$ cat config.mk
export PLATFORM = sky130hd
export DESIGN_NAME = shader_fu_arbiter
export DESIGN_NICKNAME = d
export VERILOG_FILES = /design/src/rtl/shader_pkg.sv /design/src/rtl/shader_rr_pick.sv /design/src/rtl/shader_fu_arbiter.sv
export SDC_FILE = /design/constraint.sdc
export NUM_CORES = 1
export LEC_CHECK = 0
export ABC_AREA = 1
export ABC_CLOCK_PERIOD_IN_PS = 2780
export BUFFER_PORTS_ARGS = -buffer_cell sky130_fd_sc_hd__buf_4
export CORE_MARGIN = 2
export CORE_UTILIZATION = 41
export CTS_CLUSTER_DIAMETER = 50
export CTS_CLUSTER_SIZE = 40
export DETAILED_ROUTE_END_ITERATION = 6
export MAX_ROUTING_LAYER = met4
export PLACE_DENSITY = 0.7
export SETUP_SLACK_MARGIN = 0.2
export SYNTH_ARGS = -nofsm -noshare
export SYNTH_HDL_FRONTEND = slang
export SYNTH_SLANG_ARGS = --single-unit
export TNS_END_PERCENT = 1
$ cat constraint.sdc
create_clock -name clk100 -period 2.78 [get_ports clk100]
set_input_delay 0.278 -clock clk100 [delete_from_list [all_inputs] [get_ports clk100]]
set_output_delay 0.278 -clock clk100 [all_outputs]
set_load 0.02 [all_outputs]
$ cat src/rtl/shader_pkg.sv
// Shared constants and types for the shader exp/log function-unit arbiter.
package shader_pkg;

    localparam int DATA_W_DEF  = 16;
    localparam int TIMEOUT_DEF = 64;
    localparam int TMR_W_DEF   = 7;

    localparam logic OP_EXP = 1'b0;
    localparam logic OP_LN  = 1'b1;

    typedef enum logic [1:0] {
        ST_IDLE  = 2'd0,
        ST_ISSUE = 2'd1,
        ST_WAIT  = 2'd2,
        ST_RESP  = 2'd3
    } state_t;

endpackage

$ cat src/rtl/shader_rr_pick.sv
// Two-way grant picker: fixed priority (req0 first) or round-robin against last_grant.
module shader_rr_pick (
    input  logic [1:0] valid,
    input  logic       last_grant,
    input  logic       mode_fixed,
    output logic [1:0] grant
);

    always_comb begin
        grant = 2'b00;
        if (mode_fixed) begin
            grant[0] = valid[0];
            grant[1] = valid[1] & ~valid[0];
        end else if (valid == 2'b11) begin
            // On a tie the requester that did not win last time goes next.
            grant[0] = last_grant;
            grant[1] = ~last_grant;
        end else begin
            grant = valid;
        end
    end

endmodule

$ cat src/rtl/shader_fu_arbiter.sv
// Shares one iterative exp/ln unit between the colour (req0) and intensity (req1) paths,
// with a completion timeout and result routing back to the issuing requester.
module shader_fu_arbiter
    import shader_pkg::*;
#(
    parameter int DATA_W  = DATA_W_DEF,
    parameter int TIMEOUT = TIMEOUT_DEF,
    parameter int TMR_W   = TMR_W_DEF
) (
    input  logic              clk100,
    input  logic              rst_n,
    input  logic              mode_fixed,
    input  logic              req0_valid,
    input  logic              req0_op,
    input  logic [DATA_W-1:0] req0_arg,
    output logic              req0_ready,
    input  logic              req1_valid,
    input  logic              req1_op,
    input  logic [DATA_W-1:0] req1_arg,
    output logic              req1_ready,
    output logic              fu_start,
    output logic              fu_op,
    output logic [DATA_W-1:0] fu_arg,
    input  logic              fu_done,
    input  logic [DATA_W-1:0] fu_result,
    output logic              rsp0_valid,
    output logic              rsp1_valid,
    output logic [DATA_W-1:0] rsp_data,
    output logic              rsp_err,
    output logic              busy
);

    localparam logic [TMR_W-1:0] TMR_LAST = TMR_W'(TIMEOUT - 1);

    state_t           state;
    logic [TMR_W-1:0] timer;
    logic             last_grant;
    logic             owner;
    logic [1:0]       grant;
    logic             idle;

    shader_rr_pick u_pick (
        .valid      ({req1_valid, req0_valid}),
        .last_grant (last_grant),
        .mode_fixed (mode_fixed),
        .grant      (grant)
    );

    assign idle = (state == ST_IDLE);

    // Gated by rst_n so the strobes stay low while reset is held.
    assign req0_ready = rst_n & idle & grant[0];
    assign req1_ready = rst_n & idle & grant[1];

    always_ff @(posedge clk100 or negedge rst_n) begin
        if (!rst_n) begin
            state      <= ST_IDLE;
            timer      <= '0;
            last_grant <= 1'b1;
            owner      <= 1'b0;
            fu_start   <= 1'b0;
            fu_op      <= 1'b0;
            fu_arg     <= '0;
            rsp0_valid <= 1'b0;
            rsp1_valid <= 1'b0;
            rsp_data   <= '0;
            rsp_err    <= 1'b0;
            busy       <= 1'b0;
        end else begin
            fu_start   <= 1'b0;
            rsp0_valid <= 1'b0;
            rsp1_valid <= 1'b0;
            case (state)
                ST_IDLE: begin
                    if (grant[0]) begin
                        owner    <= 1'b0;
                        fu_op    <= req0_op;
                        fu_arg   <= req0_arg;
                        fu_start <= 1'b1;
                        busy     <= 1'b1;
                        state    <= ST_ISSUE;
                    end else if (grant[1]) begin
                        owner    <= 1'b1;
                        fu_op    <= req1_op;
                        fu_arg   <= req1_arg;
                        fu_start <= 1'b1;
                        busy     <= 1'b1;
                        state    <= ST_ISSUE;
                    end
                end
                ST_ISSUE: begin
                    timer <= '0;
                    state <= ST_WAIT;
                end
                ST_WAIT: begin
                    timer <= timer + 1'b1;
                    // A completion on the final timeout cycle still counts as success.
                    if (fu_done) begin
                        rsp_data   <= fu_result;
                        rsp_err    <= 1'b0;
                        rsp0_valid <= ~owner;
                        rsp1_valid <= owner;
                        state      <= ST_RESP;
                    end else if (timer == TMR_LAST) begin
                        rsp_data   <= '0;
                        rsp_err    <= 1'b1;
                        rsp0_valid <= ~owner;
                        rsp1_valid <= owner;
                        state      <= ST_RESP;
                    end
                end
                ST_RESP: begin
                    last_grant <= owner;
                    busy       <= 1'b0;
                    state      <= ST_IDLE;
                end
                default: begin
                    busy  <= 1'b0;
                    state <= ST_IDLE;
                end
            endcase
        end
    end

endmodule

Yosys cells after proc, flatten, opt, wreduce, memory -nomap -nowiden --
Index checks and enable logic that the tools add are counted.
Word-level totals: word-level logic and storage cells 65, output and inout bits 40, register bits 49
Operators by class: reductions and logical operators 9, muxes and demuxes 29, equal/unequal tests 7, bitwise operators 7, add/sub/neg operators 1
Operators with widths (count):
- $mux 16 | 4
- $mux 1 | 16
- $pmux 7 s2 | 1
- $mux 2 | 6
- $pmux 2 s4 | 1
- $reduce_and 2->1 | 4
- $reduce_bool 2->1 | 4
- $add 7x1->7 const B | 1
- $eq 7x6->1 const B | 1
- $eq 2x2->1 const B | 3
- $ne 3x3->1 const B | 2
- $and 1x1->1 | 4
- $not 1->1 | 3
- $eq 2x1->1 const B | 1
- $logic_not 2->1 | 1
- $pmux 1 s2 | 1

Logic depth before layout (Yosys ltp) --
Gate-level depths: netlist of run 1.
depth after elaboration 6, gate-level depth with buffers 9, depth with buffers taken out 8

By module --
A second synthesis of run 1 with hierarchy kept.
Unflattened totals: cells, all modules 262, area, all modules 2222.1 µm²
Modules (own cells, without submodules):
- shader_fu_arbiter | area an instance 2184.6 µm², cells an instance 255, sequential area each 1227.4 µm², times used 1
- shader_rr_pick | area an instance 37.5 µm², cells an instance 7, sequential area each 0.0 µm², times used 1

Least setup slack after synthesis of run 1 --
Ideal clock, no wire load.
path kind reg2out, from register state[0], to output port req1_ready, arrival time 1417 ps, required time 2502 ps, stages on the path, launching flop included 5, path slack 1085 ps, path through dfrtp_1 -> inv_1 -> ha_1 -> inv_1 -> nor4_1
Between the ends: cells in the longest elaborated chain, start to end 3
Ends and longest elaborated chain:
- start: declaration | line shader_fu_arbiter.sv:35 | state_t state;
- start signal: assignment | line shader_fu_arbiter.sv:57 | state <= ST_IDLE;
- start signal: assignment | line shader_fu_arbiter.sv:81 | state <= ST_ISSUE;
- start signal: assignment | line shader_fu_arbiter.sv:88 | state <= ST_ISSUE;
- $logic_not 2->1 | line shader_fu_arbiter.sv:49 | assign idle = (state == ST_IDLE);
- $and 1x1->1 (2 in series) | line shader_fu_arbiter.sv:53 | assign req1_ready = rst_n & idle & grant[1];
- end: declaration | line shader_fu_arbiter.sv:20 | output logic req1_ready,
Every way passes these cells.

Final worst setup path of run 1 --
Ends and elaborated chain as after synthesis.

==> results of run 1 <==
## per-layer routing
metal	GRT usage, %	up-vias	part of all wire, %
li1	-	1065	-
met1	24.24	928	47
met2	27.35	79	44
met3	4.432	4	8.8
met4	3.793	0	0.60
met5	-	-	0
## Yosys cell counts, drive strengths merged
cell / count / share of area [%]
nand2: 123 / 21
dfrtp: 48 / 52
inv: 33 / 5.4
nor2: 28 / 4.7
o21ai: 19 / 4.1
buf: 9 / 2.4
a21oi: 8 / 2.4
nand3: 6 / 1.3
ha: 5 / 2.7
nor3: 5 / 1.1
clkbuf: 1 / 0.22
clkinv: 1 / 0.16
dfstp: 1 / 1.1
nor3b: 1 / 0.33
nor4: 1 / 0.27
o21a: 1 / 0.33
or2: 1 / 0.27
## cell families (layout without fill, tap and decap cells)
group,Yosys count,after routing,synth area share (%)
simple gates,165,165,28.80
flops,49,49,53.40
buf+inv,44,140,8.219
fa+ha+maj,5,5,2.722
compound gates,28,28,6.859
## worst max path at each step
stage               depth (start not counted)         end     start
detailed placement                          7  fu_arg[13]  state[0]
CTS                                         5  req1_ready  state[0]
finish                                      5  req1_ready  state[0]
global route                                5  req1_ready  state[0]
global placement                            7  fu_arg[11]  state[0]
floorplan                                   4  req1_ready  state[0]
## state kept, by name, indices dropped and copies added (netlist names), 2 cells and up
signal	flops
fu_arg	16
rsp_data	16
timer	7
state	2
## final cells by class
| type | instances | share of cell area, % |
|---|---|---|
| Tap cell | 72 | 2.851 |
| Sequential cell | 49 | 38.85 |
| Clock buffer | 6 | 2.614 |
| Inverter | 34 | 4.040 |
| Clock inverter | 2 | 0.4356 |
| Timing Repair Buffer | 98 | 23.29 |
| Multi-Input combinational cell | 198 | 27.92 |
## power groups by stage
stage                     clock network (uW)  registers (uW)  logic (uW)
after floorplan                            0            1510         692
after global placement                     0            1220        1590
after detailed placement                   0            1210        1620
after CTS                                461            1210        1620
after global routing                     487            1240        1780
final                                    444            1200        1600
## through the flow
step	power, uW	hold WS, ns	setup slack [ns]	cells
after CTS	3289	0.1111	0.8498	459
after floorplan	2202	-0.01759	1.085	291
after detailed placement	2836	0.4453	1.107	451
after global routing	3504	0.1367	0.7386	459
after global placement	2809	0.4500	1.134	451
final	3247	0.09246	0.8655	459
## placed cells by master, fill, tap and decap left out
master      n
nor2_2      1
clkinv_1    1
nand3_1     6
nor2_1     27
or2_2       1
clkbuf_8    6
inv_1      32
buf_4      98
nand2_1   118
ha_1        5
nor3_1      5
a21oi_1     6
nor3b_1     1
nand2_2     4
o21ai_1    18
a21oi_4     1
a21oi_2     1
dfrtp_1    48
nand2_4     1
nor4_1      1
clkinv_2    1
o21ai_0     1
clkinv_4    1
o21a_1      1
dfstp_2     1
inv_2       1
==> out/results.txt, run 1 <==
Status: finished, final reports clean
Inserted Clock Buffers: 5
Switching share of power: 41.98%
Critical Path Max Stage Delay: 0.41 ns
Clock Skew: 0.009304 ns
Initial antenna violation count: 0
Clk slew on worst S/H paths: 0.09 ns
Reg power frac: 37.1%
VDD IR-drop max: 0.4419 mV
CTS Hold Buffers Added: 0
Synthesized Nets: 352
DR iter-0 viols: 105
Clk_lat worst skew: 0.30 ns
WS Path Type: flip-flop to output port
GPL Wtd Cong: 0.7410
Slew Viols, Final: 0
Post-CTS Setup Repair Bufs: 0
Grt total ovfl: 0
Die Ht: 78.88 um
Synth cell types: 26
Area occupied by multi-input gates: 882.1 um2
Yosys warnings: 0
Vias in the first global route: 1952
Worst Tran Pin Value: 0.6151 ns
Setup TNS Final: 0 ns
Final Instance Area: 3159 um2
Placed cell areas: 3063 um2
RSZ-0062 raised after global routing: false
Post-DP HPWL: 3.798 mm
Global-route wire length before repair: 8.694 mm
DR WL/cell: 11.18 um
Vias/cell: 4.523
Post-route ant nets: 0
Initial core utilization: 42.00%
Worst Setup Start Kind: flip-flop
CTS tree: built
Port Buffers: 95
Final nets: 447
Placeable Area: 5473 um2
Internal power: 1884 uW
Synth Instances: 291
Largest net degree at the start of global routing: 50
All-Layer GR Usage: 17.79%
Clock tree buffer depth: 2
Leakage power: 0.001771 uW
Worst EP required: 2.50 ns
H-tree depth: 2
Syn avg cell area: 7.898 um2
Slew margin rel.: 58.99%
RR Startpoint: state[0]
Die area: 6221 um2
Worst path bufs/invs: 3
RR Endpoint: fu_arg[13]
Fill count: 522
WL final: 5.130 mm
Max-cap viol count: 0
Share of layout cells above drive strength 1: 30.23%
FP Rows: 27
Final core area utilization: 57.73%
Clk sinks: 49
Hold Path Class: primary input to async pin
Post_cts resized: 0
Critical-path cell list: inv_1 -> ha_1 -> inv_1 -> nor4_1 -> buf_4
Critical Path AT: 1.64 ns
Synthesized area: 2298 um2
Yosys reg bits: 49
Vias: 2076
Top Family by Delay on Critical Path: flip-flops
Final period util: 68.87%
Crit-path max FO: 3
Post-synthesis sequential area ratio: 53.40%
Cell mode on critical path: inv_1
Final hold viol count: 0
FF-to-FF path depth: 7
Initial DRT Pass Iterations: 4
Max Clock Freq: 522.3 MHz
Clock share of power: 13.7%
Area Growth Syn to Fin: 37.45%
Cell area power density: 1028 nW/um2
Drc violations: 0
Ant. Diodes: 0
Psw: 1363 uW
Crit. End Element: output port
Die width: 78.88 um
Seq. cell area: 1227 um2
Root buffer cell: clkbuf_8
Slowest-stage cell, CP: dfrtp_1
Period minus WS final: 1.914 ns
Combinational power share: 49.2%
Reg-to-reg slack, setup: 1.11 ns
Count of final setup violators: 0
Ports: 96
Power figures use the tool's default switching activity.
==> run 2: changes to the inputs <==
- ABC_AREA: 1 -> 0
- ABC_CLOCK_PERIOD_IN_PS: 2780 -> 1700
- PLACE_DENSITY: 0.7 -> 0.74
- clock period: 2.78 -> 1.7 ns (I/O delays scaled with it)
==> out/results.txt, run 2 <==
Status: finished, final reports clean
Hold EP: rsp_data[2]
Total power: 5301 uW (+63%)
Layer with the highest usage: met2
WL final: 5.016 mm (-2.2%)
Hold Path Class: primary input to flip-flop
CTS tree: built
Final nets: 357 (-20%)
Die Ht: 76.62 um (-2.9%)
Leakage power: 0.001608 uW (-9.2%)
RR Startpoint: state[0]
Root buffer cell: clkbuf_8
Worst EP required: 1.89 ns (-0.61 ns)
Slew Viols, Final: 0 (unchanged)
Min-Delay Path Depth: 2
Area leader, netlist: dfrtp_1
WS Path Type: flip-flop to flip-flop
Post-DP HPWL: 3.635 mm (-4.3%)
Yosys reg bits: 49 (unchanged)
Final hold viol count: 0 (unchanged)
Clock tree buffer depth: 2 (unchanged)
Synthesized area: 2162 um2 (-5.9%)
Vias in the first global route: 1758 (-9.9%)
All-Layer GR Usage: 18.49% (+0.70 points)
Post-synth top cells: 48 x dfrtp_1, 23 x nand2_1, 18 x mux2i_1, 16 x a22o_1, 12 x o21ai_0
RSZ-0062 raised after global routing: true
H-tree depth: 2 (unchanged)
Placed cell areas: 2974 um2 (-2.9%)
Place WS: 0.09704 ns (-1.010 ns)
Share of layout cells above drive strength 1: 44.44% (+14 points)
Clk sinks: 49 (unchanged)
Die area: 5870 um2 (-5.6%)
PnR worst setup slack: 0.2069 ns (-0.6586 ns)
Syn avg cell area: 11.44 um2 (+45%)
Post-synthesis sequential area ratio: 56.77% (+3.4 points)
Inserted Clock Buffers: 5 (unchanged)
Synth cell types: 35 (+35%)
Max-cap viol count: 0 (unchanged)
Slew margin rel.: 67.02% (+8.0 points)
Drc violations: 0 (unchanged)
Synthesized Nets: 250 (-29%)
Clk slew on worst S/H paths: 0.09 ns (about the same)
Most frequent cell after synthesis: dfrtp_1
Grt total ovfl: 0 (unchanged)
Setup TNS Final: 0 ns (unchanged)
Initial antenna violation count: 0 (unchanged)
Clk_lat worst skew: 0.30 ns (about the same)
Vias: 1762 (-15%)
Vias/cell: 4.801 (+6.2%)
Die width: 76.62 um (-2.9%)
Grt met1 use: 23.02% (-1.2 points)
Crit-path max FO: 3 (unchanged)
Top Registers: fu_arg: 16 flops, rsp_data: 16 flops, timer: 7 flops
Cell area power density: 1661 nW/um2 (+62%)
Met3 Track Usage GR: 6.043% (+1.6 points)
HP Start: fu_result[2]
Largest net degree at the start of global routing: 37 (-26%)
Final Instance Area: 3192 um2 (+1.0%)
Main flop type after synthesis: dfrtp_1
Post-synth top area share: 55.56% (+3.3 points)
Most common cell after layout, fill and taps aside: buf_4
Initial core utilization: 42.33% (+0.33 points)
Synth top area cells: dfrtp_1 56%, mux2i_1 8.3%, a22o_1 6.5%
Post-route ant nets: 0 (unchanged)
Worst Tran Pin Value: 0.4929 ns (-0.1222 ns)
Port Buffers: 95 (unchanged)
Period minus WS final: 1.493 ns
Final period util: 87.83%
Ys async rst share: 100.0% (unchanged)
Critical Path AT: 1.68 ns (+0.04 ns)
FF-to-FF path depth: 5 (-2)
Placeable Area: 5107 um2 (-6.7%)
Ant. Diodes: 0 (unchanged)
Clock Skew: 0.01101 ns (+0.001704 ns)
Final hold slack: 0.07963 ns (-0.01283 ns)
Count of final setup violators: 0 (unchanged)
Most frequent cells in the layout: 105 x buf_4, 48 x dfrtp_1, 23 x nand2_1
Area Growth Syn to Fin: 47.63%
DR WL/cell: 13.67 um (+22%)
Met2 usage: 29.29% (+1.9 points)
Synth Instances: 189 (-35%)
FP Rows: 26 (-3.7%)
Worst Setup Start Kind: flip-flop
Ports: 96 (unchanged)
GPL Wtd Cong: 0.7762 (+4.8%)
DR iter-0 viols: 95 (-9.5%)
Reg-to-reg slack, setup: 0.21 ns (-0.90 ns)
Global-route wire length before repair: 8.438 mm (-2.9%)
Critical path origin: state[0]
Crit. End Element: flip-flop
EDFF count, synth: 0 (unchanged)
RR Endpoint: state[1]
Max Clock Freq: 669.8 MHz
Initial DRT Pass Iterations: 4 (unchanged)
Yosys warnings: 0 (unchanged)
VDD IR-drop max: 0.8753 mV (+98%)
[run 2: changes by cell type after synthesis, sizes merged, moves of 2 or more]
cell    before  now
nand2      123   23
inv         33   11
nor2        28    9
mux2i        0   18
a22o         0   16
a21oi        8    4
buf          9    5
clkbuf       1    5
nor3         5    1
o21ai       19   23
nand3        6    3
mux2         0    2
nand4        0    2
[run 2: cell type report]
cell class              count  area [um2]
fillers                   438        1916
flip-flops and latches     49        1227
multi-input cells         119       888.4
repair buffers            110       860.8
well taps                  70       87.58
clock buffers               6       72.57
inverters                  11       41.29
clock inverters             2       13.76
[run 2: worst max-delay path by stage]
stage          depth (start not counted)          to
2_1_floorplan                          6    state[1]
3_3_place_gp                           5       fu_op
3_5_place_dp                           5   fu_arg[4]
4_1_cts                                5    state[1]
5_1_grt                                4  req0_ready
6_report                               5    state[1]
[run 2: where the power goes]
group / switching [uW] / total (uW) / internal (uW)
logic: 1420 / 2710 / 1300
registers: 281 / 1930 / 1650
clock network: 364 / 657 / 293
[run 2: through the flow]
| stage | std cells | utilization [%] |
|---|---|---|
| after global routing | 367 | 62.49 |
| after global placement | 350 | 58.23 |
| final | 367 | 62.49 |
| after CTS | 365 | 61.86 |
| after floorplan | 189 | - |
| after detailed placement | 350 | 58.23 |
[run 2: kinds of logic (layout without fill, tap and decap cells)]
| logic type | count (synthesis) | in the layout | share of synthesized area [%] |
|---|---|---|---|
| mux | 20 | 20 | 9.375 |
| fa+ha+maj | 5 | 5 | 2.894 |
| compound gates | 49 | 49 | 15.68 |
| buf+inv | 21 | 129 | 5.208 |
| simple gates | 44 | 44 | 9.665 |
| xor+xnor | 1 | 1 | 0.4052 |
| flops | 49 | 49 | 56.77 |
[run 2: what timing repair did]
item                                   4_1_cts  5_1_grt
gates resized for setup                      8        6
pin swaps                                    4        5
setup endpoints to repair                   29       22
endpoints found under the hold margin       13        0
gates cloned                                 0        0
hold buffers                                 1        0
buffers inserted                             6        2
[run 2: routing by layer]
| metal | share of wire, % | routed length, um |
|---|---|---|
| met3 | 7.6 | 382 |
| met1 | 43 | 2181 |
| met5 | 0 | 0 |
| met4 | 0.28 | 14 |
| met2 | 49 | 2437 |
[run 2: critical path: stages, from the launching register on]
cell,delay (ns)
dfrtp_1,0.41
inv_2,0.10
ha_2,0.19
inv_1,0.05
o31a_1,0.32
mux2_4,0.31
==> run 3: changes to the inputs <==
- CORE_UTILIZATION: 41 -> 42
- PLACE_DENSITY: 0.74 -> 0.75
==> out/results.txt, run 3 (synthesized netlist as in run 2, its figures left out) <==
Initial antenna violation count: 0 (unchanged)
Min-Delay Path Depth: 2 (unchanged)
Worst Setup Start Kind: flip-flop
Max-cap viol count: 0 (unchanged)
DR iter-0 viols: 65 (-32%)
Critical Path AT: 1.72 ns (+0.04 ns)
Area occupied by multi-input gates: 883.3 um2 (-0.56%)
Slowest-stage cell, CP: dfrtp_1
VDD IR-drop max: 0.8287 mV (-5.3%)
All-Layer GR Usage: 16.89% (-1.6 points)
Period minus WS final: 1.543 ns (+0.05029 ns)
DR WL/cell: 13.18 um (-3.6%)
Final period util: 90.79% (+3.0 points)
Crit. End Element: flip-flop
Clock tree buffer depth: 2 (unchanged)
Placeable Area: 5042 um2 (-1.3%)
Vias/cell: 4.842 (+0.85%)
Critical Path Max Stage Delay: 0.40 ns (about the same)
Initial core utilization: 42.88% (+0.55 points)
Clk slew on worst S/H paths: 0.08 ns (about the same)
Inserted Clock Buffers: 5 (unchanged)
Seq. cell area: 1227 um2 (unchanged)
WL final: 4.836 mm (-3.6%)
Count of final setup violators: 0 (unchanged)
Placed cell areas: 2982 um2 (+0.25%)
Final nets: 358 (+0.28%)
Die width: 75.75 um (-1.1%)
FP Rows: 26 (unchanged)
Vias in the first global route: 1681 (-4.4%)
Status: finished, final reports clean
Most frequent cells in the layout: 105 x buf_4, 48 x dfrtp_1, 23 x nand2_1
Vias: 1777 (+0.85%)
Fill count: 431 (-1.6%)
Clk sinks: 49 (unchanged)
Worst EP required: 1.88 ns (about the same)
RSZ-0062 raised after global routing: true
Post-DP HPWL: 3.581 mm (-1.5%)
Setup TNS Final: 0 ns (unchanged)
Initial DRT Pass Iterations: 4 (unchanged)
Hold Path Class: primary input to flip-flop
Die Ht: 75.75 um (-1.1%)
Post-route ant nets: 0 (unchanged)
Clk_lat worst skew: 0.29 ns (about the same)
Port Buffers: 95 (unchanged)
Clock Skew: 0.006237 ns (-0.004772 ns)
Drc violations: 0 (unchanged)
Critical-path cell list: ha_4 -> nand3_4 -> nor3_4 -> o31a_1 -> mux2_4
Grt total ovfl: 0 (unchanged)
Top Registers: fu_arg: 16 flops, rsp_data: 16 flops, timer: 7 flops
Root buffer cell: clkbuf_8
GPL Wtd Cong: 0.7276 (-6.3%)
Final Instance Area: 3202 um2 (+0.31%)
Die area: 5738 um2 (-2.2%)
Largest net degree at the start of global routing: 37 (unchanged)
CTS tree: built
Worst Tran Pin Value: 0.5666 ns (+0.07375 ns)
Crit-path max FO: 3 (unchanged)
Share of layout cells above drive strength 1: 44.44% (unchanged)
Placed Cells: 351 (+0.29%)
Cell area power density: 1658 nW/um2 (-0.17%)
Most common cell after layout, fill and taps aside: buf_4
Global-route wire length before repair: 7.224 mm (-14%)
Final hold viol count: 0 (unchanged)
Area Growth Syn to Fin: 48.09%
WS Path Type: flip-flop to flip-flop
FF-to-FF path depth: 5 (unchanged)
Non-filler cells, final: 367 (unchanged)
Ant. Diodes: 0 (unchanged)
Ports: 96 (unchanged)
Slew Viols, Final: 0 (unchanged)
Max Clock Freq: 647.9 MHz (-3.3%)
H-tree depth: 2 (unchanged)
Slew margin rel.: 62.08% (-4.9 points)
Leakage power: 0.001616 uW (+0.51%)
run 3: repair_timing:
item / 4_1_cts / 5_1_grt
setup endpoints to repair: 27 / 43
endpoints found under the hold margin: 13 / 0
hold buffers: 1 / 0
gates cloned: 0 / 0
pin swaps: 0 / 7
buffers inserted: 0 / 8
resized for setup: 0 / 14
run 3: worst paths after layout:
check | from | endpoint | slack, ns
hold reg to reg | owner | rsp0_valid | 0.48
setup / recovery | timer[0] | state[1] | 0.16
max in group asynchronous | rst_n | last_grant | 0.74
setup reg to reg | timer[0] | state[1] | 0.16
min in group asynchronous | rst_n | owner | 0.28
hold / removal | fu_result[0] | rsp_data[0] | 0.09
run 3: report_power, final:
group	internal, uW	total, uW	switching [uW]
sequential	1650	1930	284
clock	322	677	355
combinational	1310	2700	1390
run 3: area by class of cell:
type	count	area share [%]
clock buffer	6	2.579
inverter	11	1.290
timing repair buffer	111	27.24
clock inverter	1	0.2345
sequential	49	38.34
multi-input combinational	119	27.59
tap	70	2.735
run 3: per-stage QoR:
step	util, %	power (uW)	worst slack (ns)	hold slack [ns]
floorplan	-	3408	0.2033	-0.1256
global placement	59.13	4395	0.1721	0.03364
detailed placement	59.13	4464	0.09977	0.03367
CTS	61.12	5165	0.08373	0.07266
global route	63.50	5694	0.09738	0.07261
finish	63.50	5308	0.1566	0.08970
run 3: worst max-delay path: cells and delay by family (launching register included):
| family | cells | cell delay (ns) |
|---|---|---|
| DFF | 1 | 0.40 |
| and+or+nand+nor | 2 | 0.33 |
| muxes | 1 | 0.31 |
| AOI/OAI and AO/OA | 1 | 0.21 |
| adders and majority gates | 1 | 0.17 |
run 3: routing by layer:
layer	wire length (um)	GRT usage, %	up-vias	part of all wire [%]
met5	0	-	-	0
met1	2066	20.19	829	43
li1	-	-	871	-
met3	387	3.836	4	8.0
met2	2355	29.21	73	49
met4	27	3.509	0	0.56
